[src/rtl/mmio_timer.sv]
// Memory-mapped interval timer on the 8-bit CPU bus: 1-cycle registered reads, toggle-style IRQ.
// Optional missed-service watchdog output O_WDOG is built when MMIO_TIMER_WDOG_EN is defined.
`timescale 1ns/1ps
module mmio_timer #(
    parameter logic [15:0] BASE = 16'hFFF0
) (
    input  logic        CLOCK,
    input  logic        RESET_N,
    input  logic [15:0] I_ADDR,
    input  logic [7:0]  I_DATA,
    input  logic        I_WREN,
    output logic [7:0]  O_DATA,
    output logic        O_SEL,
    output logic        O_IRQ
`ifdef MMIO_TIMER_WDOG_EN
    ,
    output logic        O_WDOG
`endif
);

    localparam logic [2:0] OFF_RELL   = 3'd0;
    localparam logic [2:0] OFF_RELH   = 3'd1;
    localparam logic [2:0] OFF_CTRL   = 3'd2;
    localparam logic [2:0] OFF_STATUS = 3'd3;
    localparam logic [2:0] OFF_CNTL   = 3'd4;
    localparam logic [2:0] OFF_CNTH   = 3'd5;
    localparam logic [2:0] OFF_PRESC  = 3'd6;
    localparam logic [2:0] OFF_EVENTS = 3'd7;

`ifdef MMIO_TIMER_WDOG_EN
    localparam logic [3:0] CTRL_MASK = 4'hF;
`else
    localparam logic [3:0] CTRL_MASK = 4'h7;
`endif

    logic [15:0] reload_q, reload_d;
    logic [15:0] count_q, count_d;
    logic [3:0]  ctrl_q, ctrl_d;
    logic [7:0]  prescale_q, prescale_d;
    logic [7:0]  presc_q, presc_d;
    logic [7:0]  events_q, events_d;
    logic [7:0]  shadow_q, shadow_d;
    logic        exp_q, exp_d;
    logic        irq_q, irq_d;
    logic [7:0]  data_q, data_d;
    logic        sel_q, sel_d;
`ifdef MMIO_TIMER_WDOG_EN
    logic        wdog_q, wdog_d;
`endif

    logic       hit, wr, rd, tick, expire, ctrl_wr, relh_wr;
    logic [2:0] offset;
    logic [7:0] rdata;

    assign hit    = (I_ADDR[15:3] == BASE[15:3]);
    assign offset = I_ADDR[2:0];
    assign wr     = hit && I_WREN;
    assign rd     = hit && !I_WREN;

    assign ctrl_wr = wr && (offset == OFF_CTRL);
    assign relh_wr = wr && (offset == OFF_RELH);
    assign tick    = ctrl_q[0] && (presc_q == prescale_q);
    // Bus writes to CTRL or RELOAD_H in the same cycle take priority over an expiry.
    assign expire  = tick && (count_q == 16'h0000) && !ctrl_wr && !relh_wr;

    always_comb begin
        rdata = 8'h00;
        case (offset)
            OFF_RELL:   rdata = reload_q[7:0];
            OFF_RELH:   rdata = reload_q[15:8];
            OFF_CTRL:   rdata = {4'h0, ctrl_q};
            OFF_STATUS: rdata = {6'h00, ctrl_q[0], exp_q};
            OFF_CNTL:   rdata = count_q[7:0];
            OFF_CNTH:   rdata = shadow_q;
            OFF_PRESC:  rdata = prescale_q;
            OFF_EVENTS: rdata = events_q;
            default:    rdata = 8'h00;
        endcase
    end

    always_comb begin
        reload_d   = reload_q;
        count_d    = count_q;
        ctrl_d     = ctrl_q;
        prescale_d = prescale_q;
        presc_d    = presc_q;
        events_d   = events_q;
        shadow_d   = shadow_q;
        exp_d      = exp_q;
        irq_d      = irq_q;
        sel_d      = hit;
        data_d     = hit ? rdata : 8'h00;

        if (relh_wr) begin
            presc_d = 8'h00;
        end else if (ctrl_q[0]) begin
            presc_d = tick ? 8'h00 : presc_q + 8'd1;
        end

        if (relh_wr) begin
            count_d = {I_DATA, reload_q[7:0]};
        end else if (expire) begin
            count_d = reload_q;
        end else if (tick && (count_q != 16'h0000)) begin
            count_d = count_q - 16'd1;
        end

        if (wr) begin
            case (offset)
                OFF_RELL:  reload_d[7:0]  = I_DATA;
                OFF_RELH:  reload_d[15:8] = I_DATA;
                OFF_CTRL:  ctrl_d         = I_DATA[3:0] & CTRL_MASK;
                OFF_PRESC: prescale_d     = I_DATA;
                default:   ;
            endcase
        end

        if (expire && ctrl_q[1]) ctrl_d[0] = 1'b0;
        if (expire && ctrl_q[2]) irq_d = ~irq_q;

        if (expire) begin
            exp_d = 1'b1;
        end else if (wr && (offset == OFF_STATUS) && I_DATA[0]) begin
            exp_d = 1'b0;
        end

        // A read-clear colliding with an expiry leaves exactly that one new event counted.
        if (rd && (offset == OFF_EVENTS)) begin
            events_d = expire ? ((events_q == 8'hFF) ? 8'hFF : 8'h01) : 8'h00;
        end else if (expire && (events_q != 8'hFF)) begin
            events_d = events_q + 8'd1;
        end

        if (rd && (offset == OFF_CNTL)) shadow_d = count_q[15:8];
    end

`ifdef MMIO_TIMER_WDOG_EN
    assign wdog_d = expire && exp_q && ctrl_q[3];
`endif

    always_ff @(posedge CLOCK or negedge RESET_N) begin
        if (!RESET_N) begin
            reload_q   <= 16'h0000;
            count_q    <= 16'h0000;
            ctrl_q     <= 4'h0;
            prescale_q <= 8'h00;
            presc_q    <= 8'h00;
            events_q   <= 8'h00;
            shadow_q   <= 8'h00;
            exp_q      <= 1'b0;
            irq_q      <= 1'b0;
            data_q     <= 8'h00;
            sel_q      <= 1'b0;
`ifdef MMIO_TIMER_WDOG_EN
            wdog_q     <= 1'b0;
`endif
        end else begin
            reload_q   <= reload_d;
            count_q    <= count_d;
            ctrl_q     <= ctrl_d;
            prescale_q <= prescale_d;
            presc_q    <= presc_d;
            events_q   <= events_d;
            shadow_q   <= shadow_d;
            exp_q      <= exp_d;
            irq_q      <= irq_d;
            data_q     <= data_d;
            sel_q      <= sel_d;
`ifdef MMIO_TIMER_WDOG_EN
            wdog_q     <= wdog_d;
`endif
        end
    end

    assign O_DATA = data_q;
    assign O_SEL  = sel_q;
    assign O_IRQ  = irq_q;
`ifdef MMIO_TIMER_WDOG_EN
    assign O_WDOG = wdog_q;
`endif

endmodule

[config.mk]
export PLATFORM = sky130hd
export DESIGN_NAME = mmio_timer
export DESIGN_NICKNAME = d
export VERILOG_FILES = /design/src/rtl/mmio_timer.sv
export SDC_FILE = /design/constraint.sdc
export NUM_CORES = 1
export LEC_CHECK = 0
export CAP_MARGIN = 10
export CELL_PAD_IN_SITES_DETAIL_PLACEMENT = 1
export CELL_PAD_IN_SITES_GLOBAL_PLACEMENT = 1
export CORE_MARGIN = 4
export CORE_UTILIZATION = 45
export DETAILED_ROUTE_END_ITERATION = 6
export GPL_ROUTABILITY_DRIVEN = 0
export PLACE_DENSITY = 0.87
export SLEW_MARGIN = 20
export SYNTH_ARGS = -nofsm -noshare
export SYNTH_HDL_FRONTEND = slang
export SYNTH_SLANG_ARGS = --single-unit
[constraint.sdc]
create_clock -name CLOCK -period 2.9 [get_ports CLOCK]
set_clock_uncertainty 0.1 [all_clocks]
set_input_delay 0.58 -clock CLOCK [delete_from_list [all_inputs] [get_ports CLOCK]]
set_output_delay 0.58 -clock CLOCK [all_outputs]
set_load 0.02 [all_outputs]
# Yosys cells after proc, flatten, opt, wreduce, memory -nomap -nowiden
# Index checks and enable logic that the tools add are counted.
# totals
ff_bits	78
input_bits	27
out_inout_bits	10
# classes
addsub	3
n_eq_ne	11
muxes	17
bitwise_logic	1
reduce_logical	33
# op_table
operator	n
$mux W8	8
$pmux W8 S8	1
$mux W16	3
$add A8 B1 Y8 const B	2
$logic_and A1 B1 Y1	16
$logic_not A16 Y1	1
$reduce_bool A16 Y1	1
$sub A16 B1 Y16 const B	1
$eq A13 B13 Y1 const B	1
$eq A3 B3 Y1 const B	4
$reduce_and A2 Y1	5
$reduce_bool A2 Y1	5
$eq A8 B8 Y1	1
$eq A8 B8 Y1 const B	1
$ne A8 B8 Y1 const B	1
$eq A3 B2 Y1 const B	2
$mux W1	5
$eq A3 B1 Y1 const B	1
$logic_not A1 Y1	3
$logic_not A3 Y1	1
$reduce_bool A3 Y1	1
$not A1 Y1	1

# Logic depth before layout (Yosys ltp)
# depth
word_depth	9
mapped_depth	9
ltp_nobuf	9

# Least setup slack after synthesis
# Ideal clock, no wire load.
# synth_path
path_type	input-to-reg
from	input I_ADDR[3]
to	register shadow_q[0]
setup_ns	0.125
arrival_time_ns	2.319
required_ns	2.675
slack_ns	0.356
stages	6
path_buffers	2
path_cell_list	nand2b_1 or4_1 buf_2 buf_2 nor4_4 mux2_2
# synth_via
elab_chain_cells	3
# synth_lines
element	line_no	rtl
start: declaration	9	input logic [15:0] I_ADDR,
$eq A13 B13 Y1	55	assign hit = (I_ADDR[15:3] == BASE[15:3]);
$logic_and A1 B1 Y1	58	assign rd = hit && !I_WREN;
$logic_and A1 B1 Y1	134	if (rd && (offset == OFF_CNTL)) shadow_d = count_q[15:8];
end signal: assignment	164	shadow_q <= shadow_d;
end: declaration	42	logic [7:0] shadow_q, shadow_d;
# Every way passes these cells.
# A chain may end at the register's enable or synchronous reset.

# Worst setup path in the final report
# layout_path
from	input I_ADDR[3]
to	register count_q[9]
# layout_via
elab_chain_cells	8
# layout_lines
element	line_no	rtl
$eq A13 B13 Y1 (*)	55	
$logic_and A1 B1 Y1 (*)	57	assign wr = hit && I_WREN;
$logic_and A1 B1 Y1	60	assign ctrl_wr = wr && (offset == OFF_CTRL);
$logic_not A1 Y1	64	assign expire = tick && (count_q == 16'h0000) && !ctrl_wr && !relh_wr;
$logic_and A1 B1 Y1 (2 in series)	64	
$mux W16	102	end else if (expire) begin
$mux W16	100	if (relh_wr) begin
end signal: assignment	159	count_q <= count_d;
end: declaration	37	logic [15:0] count_q, count_d;
# Every way passes the cells marked *; elsewhere a longest branch is shown, timed or not.

==> out/results.ini <==
[run_status]
outcome = complete, no violations

[global_routing]
grt_pass1_wl_um = 25600
grt-ovfl-total = 0
grt_usage = 0.297
grt_pass1_vias = 4582
grt_start_max_net_pins = 50
antenna_found_initial = 1

[place]
port-buffer-count = 36
place_ws_ps = -251
placed_area_um2 = 5220
hpwlAfterDp_um = 11900

[worst_hold_path]
hp-class = primary input to asynchronous set/reset pin

[cts]
cts_buffers = 9
ctsResizeCount = 0
postCtsSetupRepairBufs = 0
clk_pin_slew_ps = 90
cts_hold_buf = 0
clock_path_buffers = 2
cts_sinks = 78
htreeDepth = 3
cts-root-buf = clkbuf_8
cts_tree = yes
clk_latency_ps = 370

[yosys]
synth_top_area_share = 0.448
synth_warnings = 0
ys_types = 55
synth_edf_count = 0
synth_area_leaders = dfrtp_1, mux2_2, nand2_1
syn-cell-area_um2 = 4360
ys_async_sr_fraction = 1.00
ys_ff_latch = 78
syn_avg_cell_area_um2 = 9.48
synth_nets = 491
ys_seq_area_frac = 0.448
yosys.area.top_type = dfrtp_1
netlist_instances = 460
synthFlopType = dfrtp_1

[floorplanning]
die_height_um = 106
initial_core_util = 0.468
io_pins = 37
num_rows = 35
core_area_um2 = 9330
dieWidth_um = 106
dieArea_um2 = 11300

[sta]
setup_viol = 0
timing.final.ws_setup_ps = 45.5
min_period_ps = 2850
worst_slew_pin_slew_ps = 751
rsz0062_at_grt = yes
slew_violations = 0
period_share = 0.984
fmax_ghz = 0.350
slew_headroom = 0.496
hold_viol = 0

[detailed_routing]
routed_wirelength_um = 16100
wl_per_cell_um = 23.9
antenna_left = 0
drc_errors = 0
drt_iter0_markers = 349
vias = 4200
dr.pass1.iters = 5
via_per_inst = 6.23

[job]
maxCapViolations = 0

[critical_path]
reg2reg_depth = 10
r2r-start = count_q[1]
slowest_stage = or4_1
critPathRequiredTime_ps = 3110
reg2reg_to = events_q[7]
setup.worst_path.start_class = primary input
endpoint_kind = flop
r2r_setup_slack_ps = 110
cpMostUsedCell = nand2_1
critPathCapture = count_q[9]
critPathMaxFanout = 5
crit_arrival_ps = 3070
slowest_delay_ps = 580
crit_path_start = I_ADDR[3]
path_cells = clkdlybuf4s50_1 -> nand2b_1 -> or4_1 -> buf_4 -> or3_1 -> o21ai_0 -> nand2_1 -> o21a_1 -> nand2_1
crit_type = primary input to flop

[finish]
seqCellArea_um2 = 1950
layout-drive-gt1-share = 0.224
final_area_um2 = 5440
fin_util = 0.583
final_cell_mix = dfrtp_1, nand2_1, buf_4
layout_commonest_cell = dfrtp_1
final_nets = 570
multiInputGateArea_um2 = 2320
area_delta_synth_final_pct = 24.7
num-fill-cells = 1068

[pwr]
leakage_nw = 2.36
peakVddDrop_uv = 290
p_per_area_nw_per_um2 = 386

-- Yosys cell counts (3+ instances only) --
cell type / count
a211oi_1: 3
a21oi_1: 31
a22o_1: 7
a22oi_1: 7
and3_1: 7
buf_1: 4
buf_2: 9
clkbuf_1: 7
dfrtp_1: 78
ha_1: 4
inv_1: 9
mux2_2: 29
mux2i_1: 3
nand2_1: 66
nand2b_1: 3
nand3_1: 15
nand4_1: 8
nand4b_1: 3
nor2_1: 31
nor3_1: 8
nor3_2: 7
nor3b_1: 4
nor4_1: 3
o21a_1: 3
o21ai_0: 42
o21ai_1: 4
o22ai_1: 5
or3_1: 5
xnor2_1: 16
xor2_1: 5
-- how the worst min path moves through the flow --
| stage | to | slack (ps) | cells past startpoint |
|---|---|---|---|
| final | exp_q | 150 | 1 |
| after floorplan | O_DATA[0] | 180 | 0 |
| after CTS | count_q[0] | 150 | 1 |
| after detailed placement | O_IRQ | 370 | 1 |
| after global placement | ctrl_q[0] | 360 | 1 |
| after global routing | exp_q | 190 | 1 |
-- through the flow --
| stage | hold WS (ps) | cells | TNS [ps] | power (mW) |
|---|---|---|---|---|
| after global routing | 188 | 674 | -321 | 2.17 |
| after detailed placement | 373 | 657 | -5310 | 1.26 |
| after floorplan | 184 | 460 | 0 | 1.16 |
| final | 146 | 674 | 0 | 2.10 |
| after global placement | 360 | 657 | -2660 | 1.25 |
| after CTS | 154 | 673 | 0 | 2.10 |
-- sequential cells by signal (all words and copies together) (netlist names) --
| signal | count |
|---|---|
| O_DATA | 8 |
| O_IRQ | 1 |
| O_SEL | 1 |
| count_q | 16 |
| ctrl_q | 3 |
| events_q | 8 |
| exp_q | 1 |
| presc_q | 8 |
| prescale_q | 8 |
| reload_q | 16 |
| shadow_q | 8 |
-- power by group --
part           internal, mW  switching, mW  total (mW)  leakage (nW)
clock network         0.418          0.438       0.856         0.102
logic                0.0643         0.0897       0.154          1.25
registers              1.09        0.00189        1.09          1.00
-- metal layers --
metal | up-vias | routed length, µm | GRT usage
met3 | 56 | 1170 | 0.0789
li1 | 1815 | - | -
met5 | - | 0 | 0
met2 | 196 | 8040 | 0.505
met1 | 2133 | 6240 | 0.358
met4 | 0 | 650 | 0.122
-- cells by family (layout without fill, tap and decap cells) --
logic type                 count (synthesis)  count (layout)  share of synthesized area
muxes                                     34              34                     0.0921
buffers and inverters                     29             113                     0.0275
adders and majority gates                  4               4                     0.0115
and+or+nand+nor                          179             179                      0.221
xor gates and xnor gates                  21              21                     0.0422
DFF                                       78              78                      0.448
AOI/OAI and AO/OA                        115             115                      0.158
other                                      0               1                          0
-- worst max-delay path: cells and delay by family --
family,cells,cell delay (ps)
buf+inv,2,580
simple gates,5,1430
compound gates,2,450
-- final cells by class --
cell class | count | area share
Timing Repair Buffer | 88 | 0.142
Multi-Input combinational cell | 353 | 0.426
Inverter | 9 | 0.00621
Antenna cell | 1 | 0.000460
Tap cell | 129 | 0.0297
Clock buffer | 10 | 0.0253
Sequential cell | 78 | 0.359
Clock inverter | 6 | 0.0113
(Power assumes the default switching activity.)
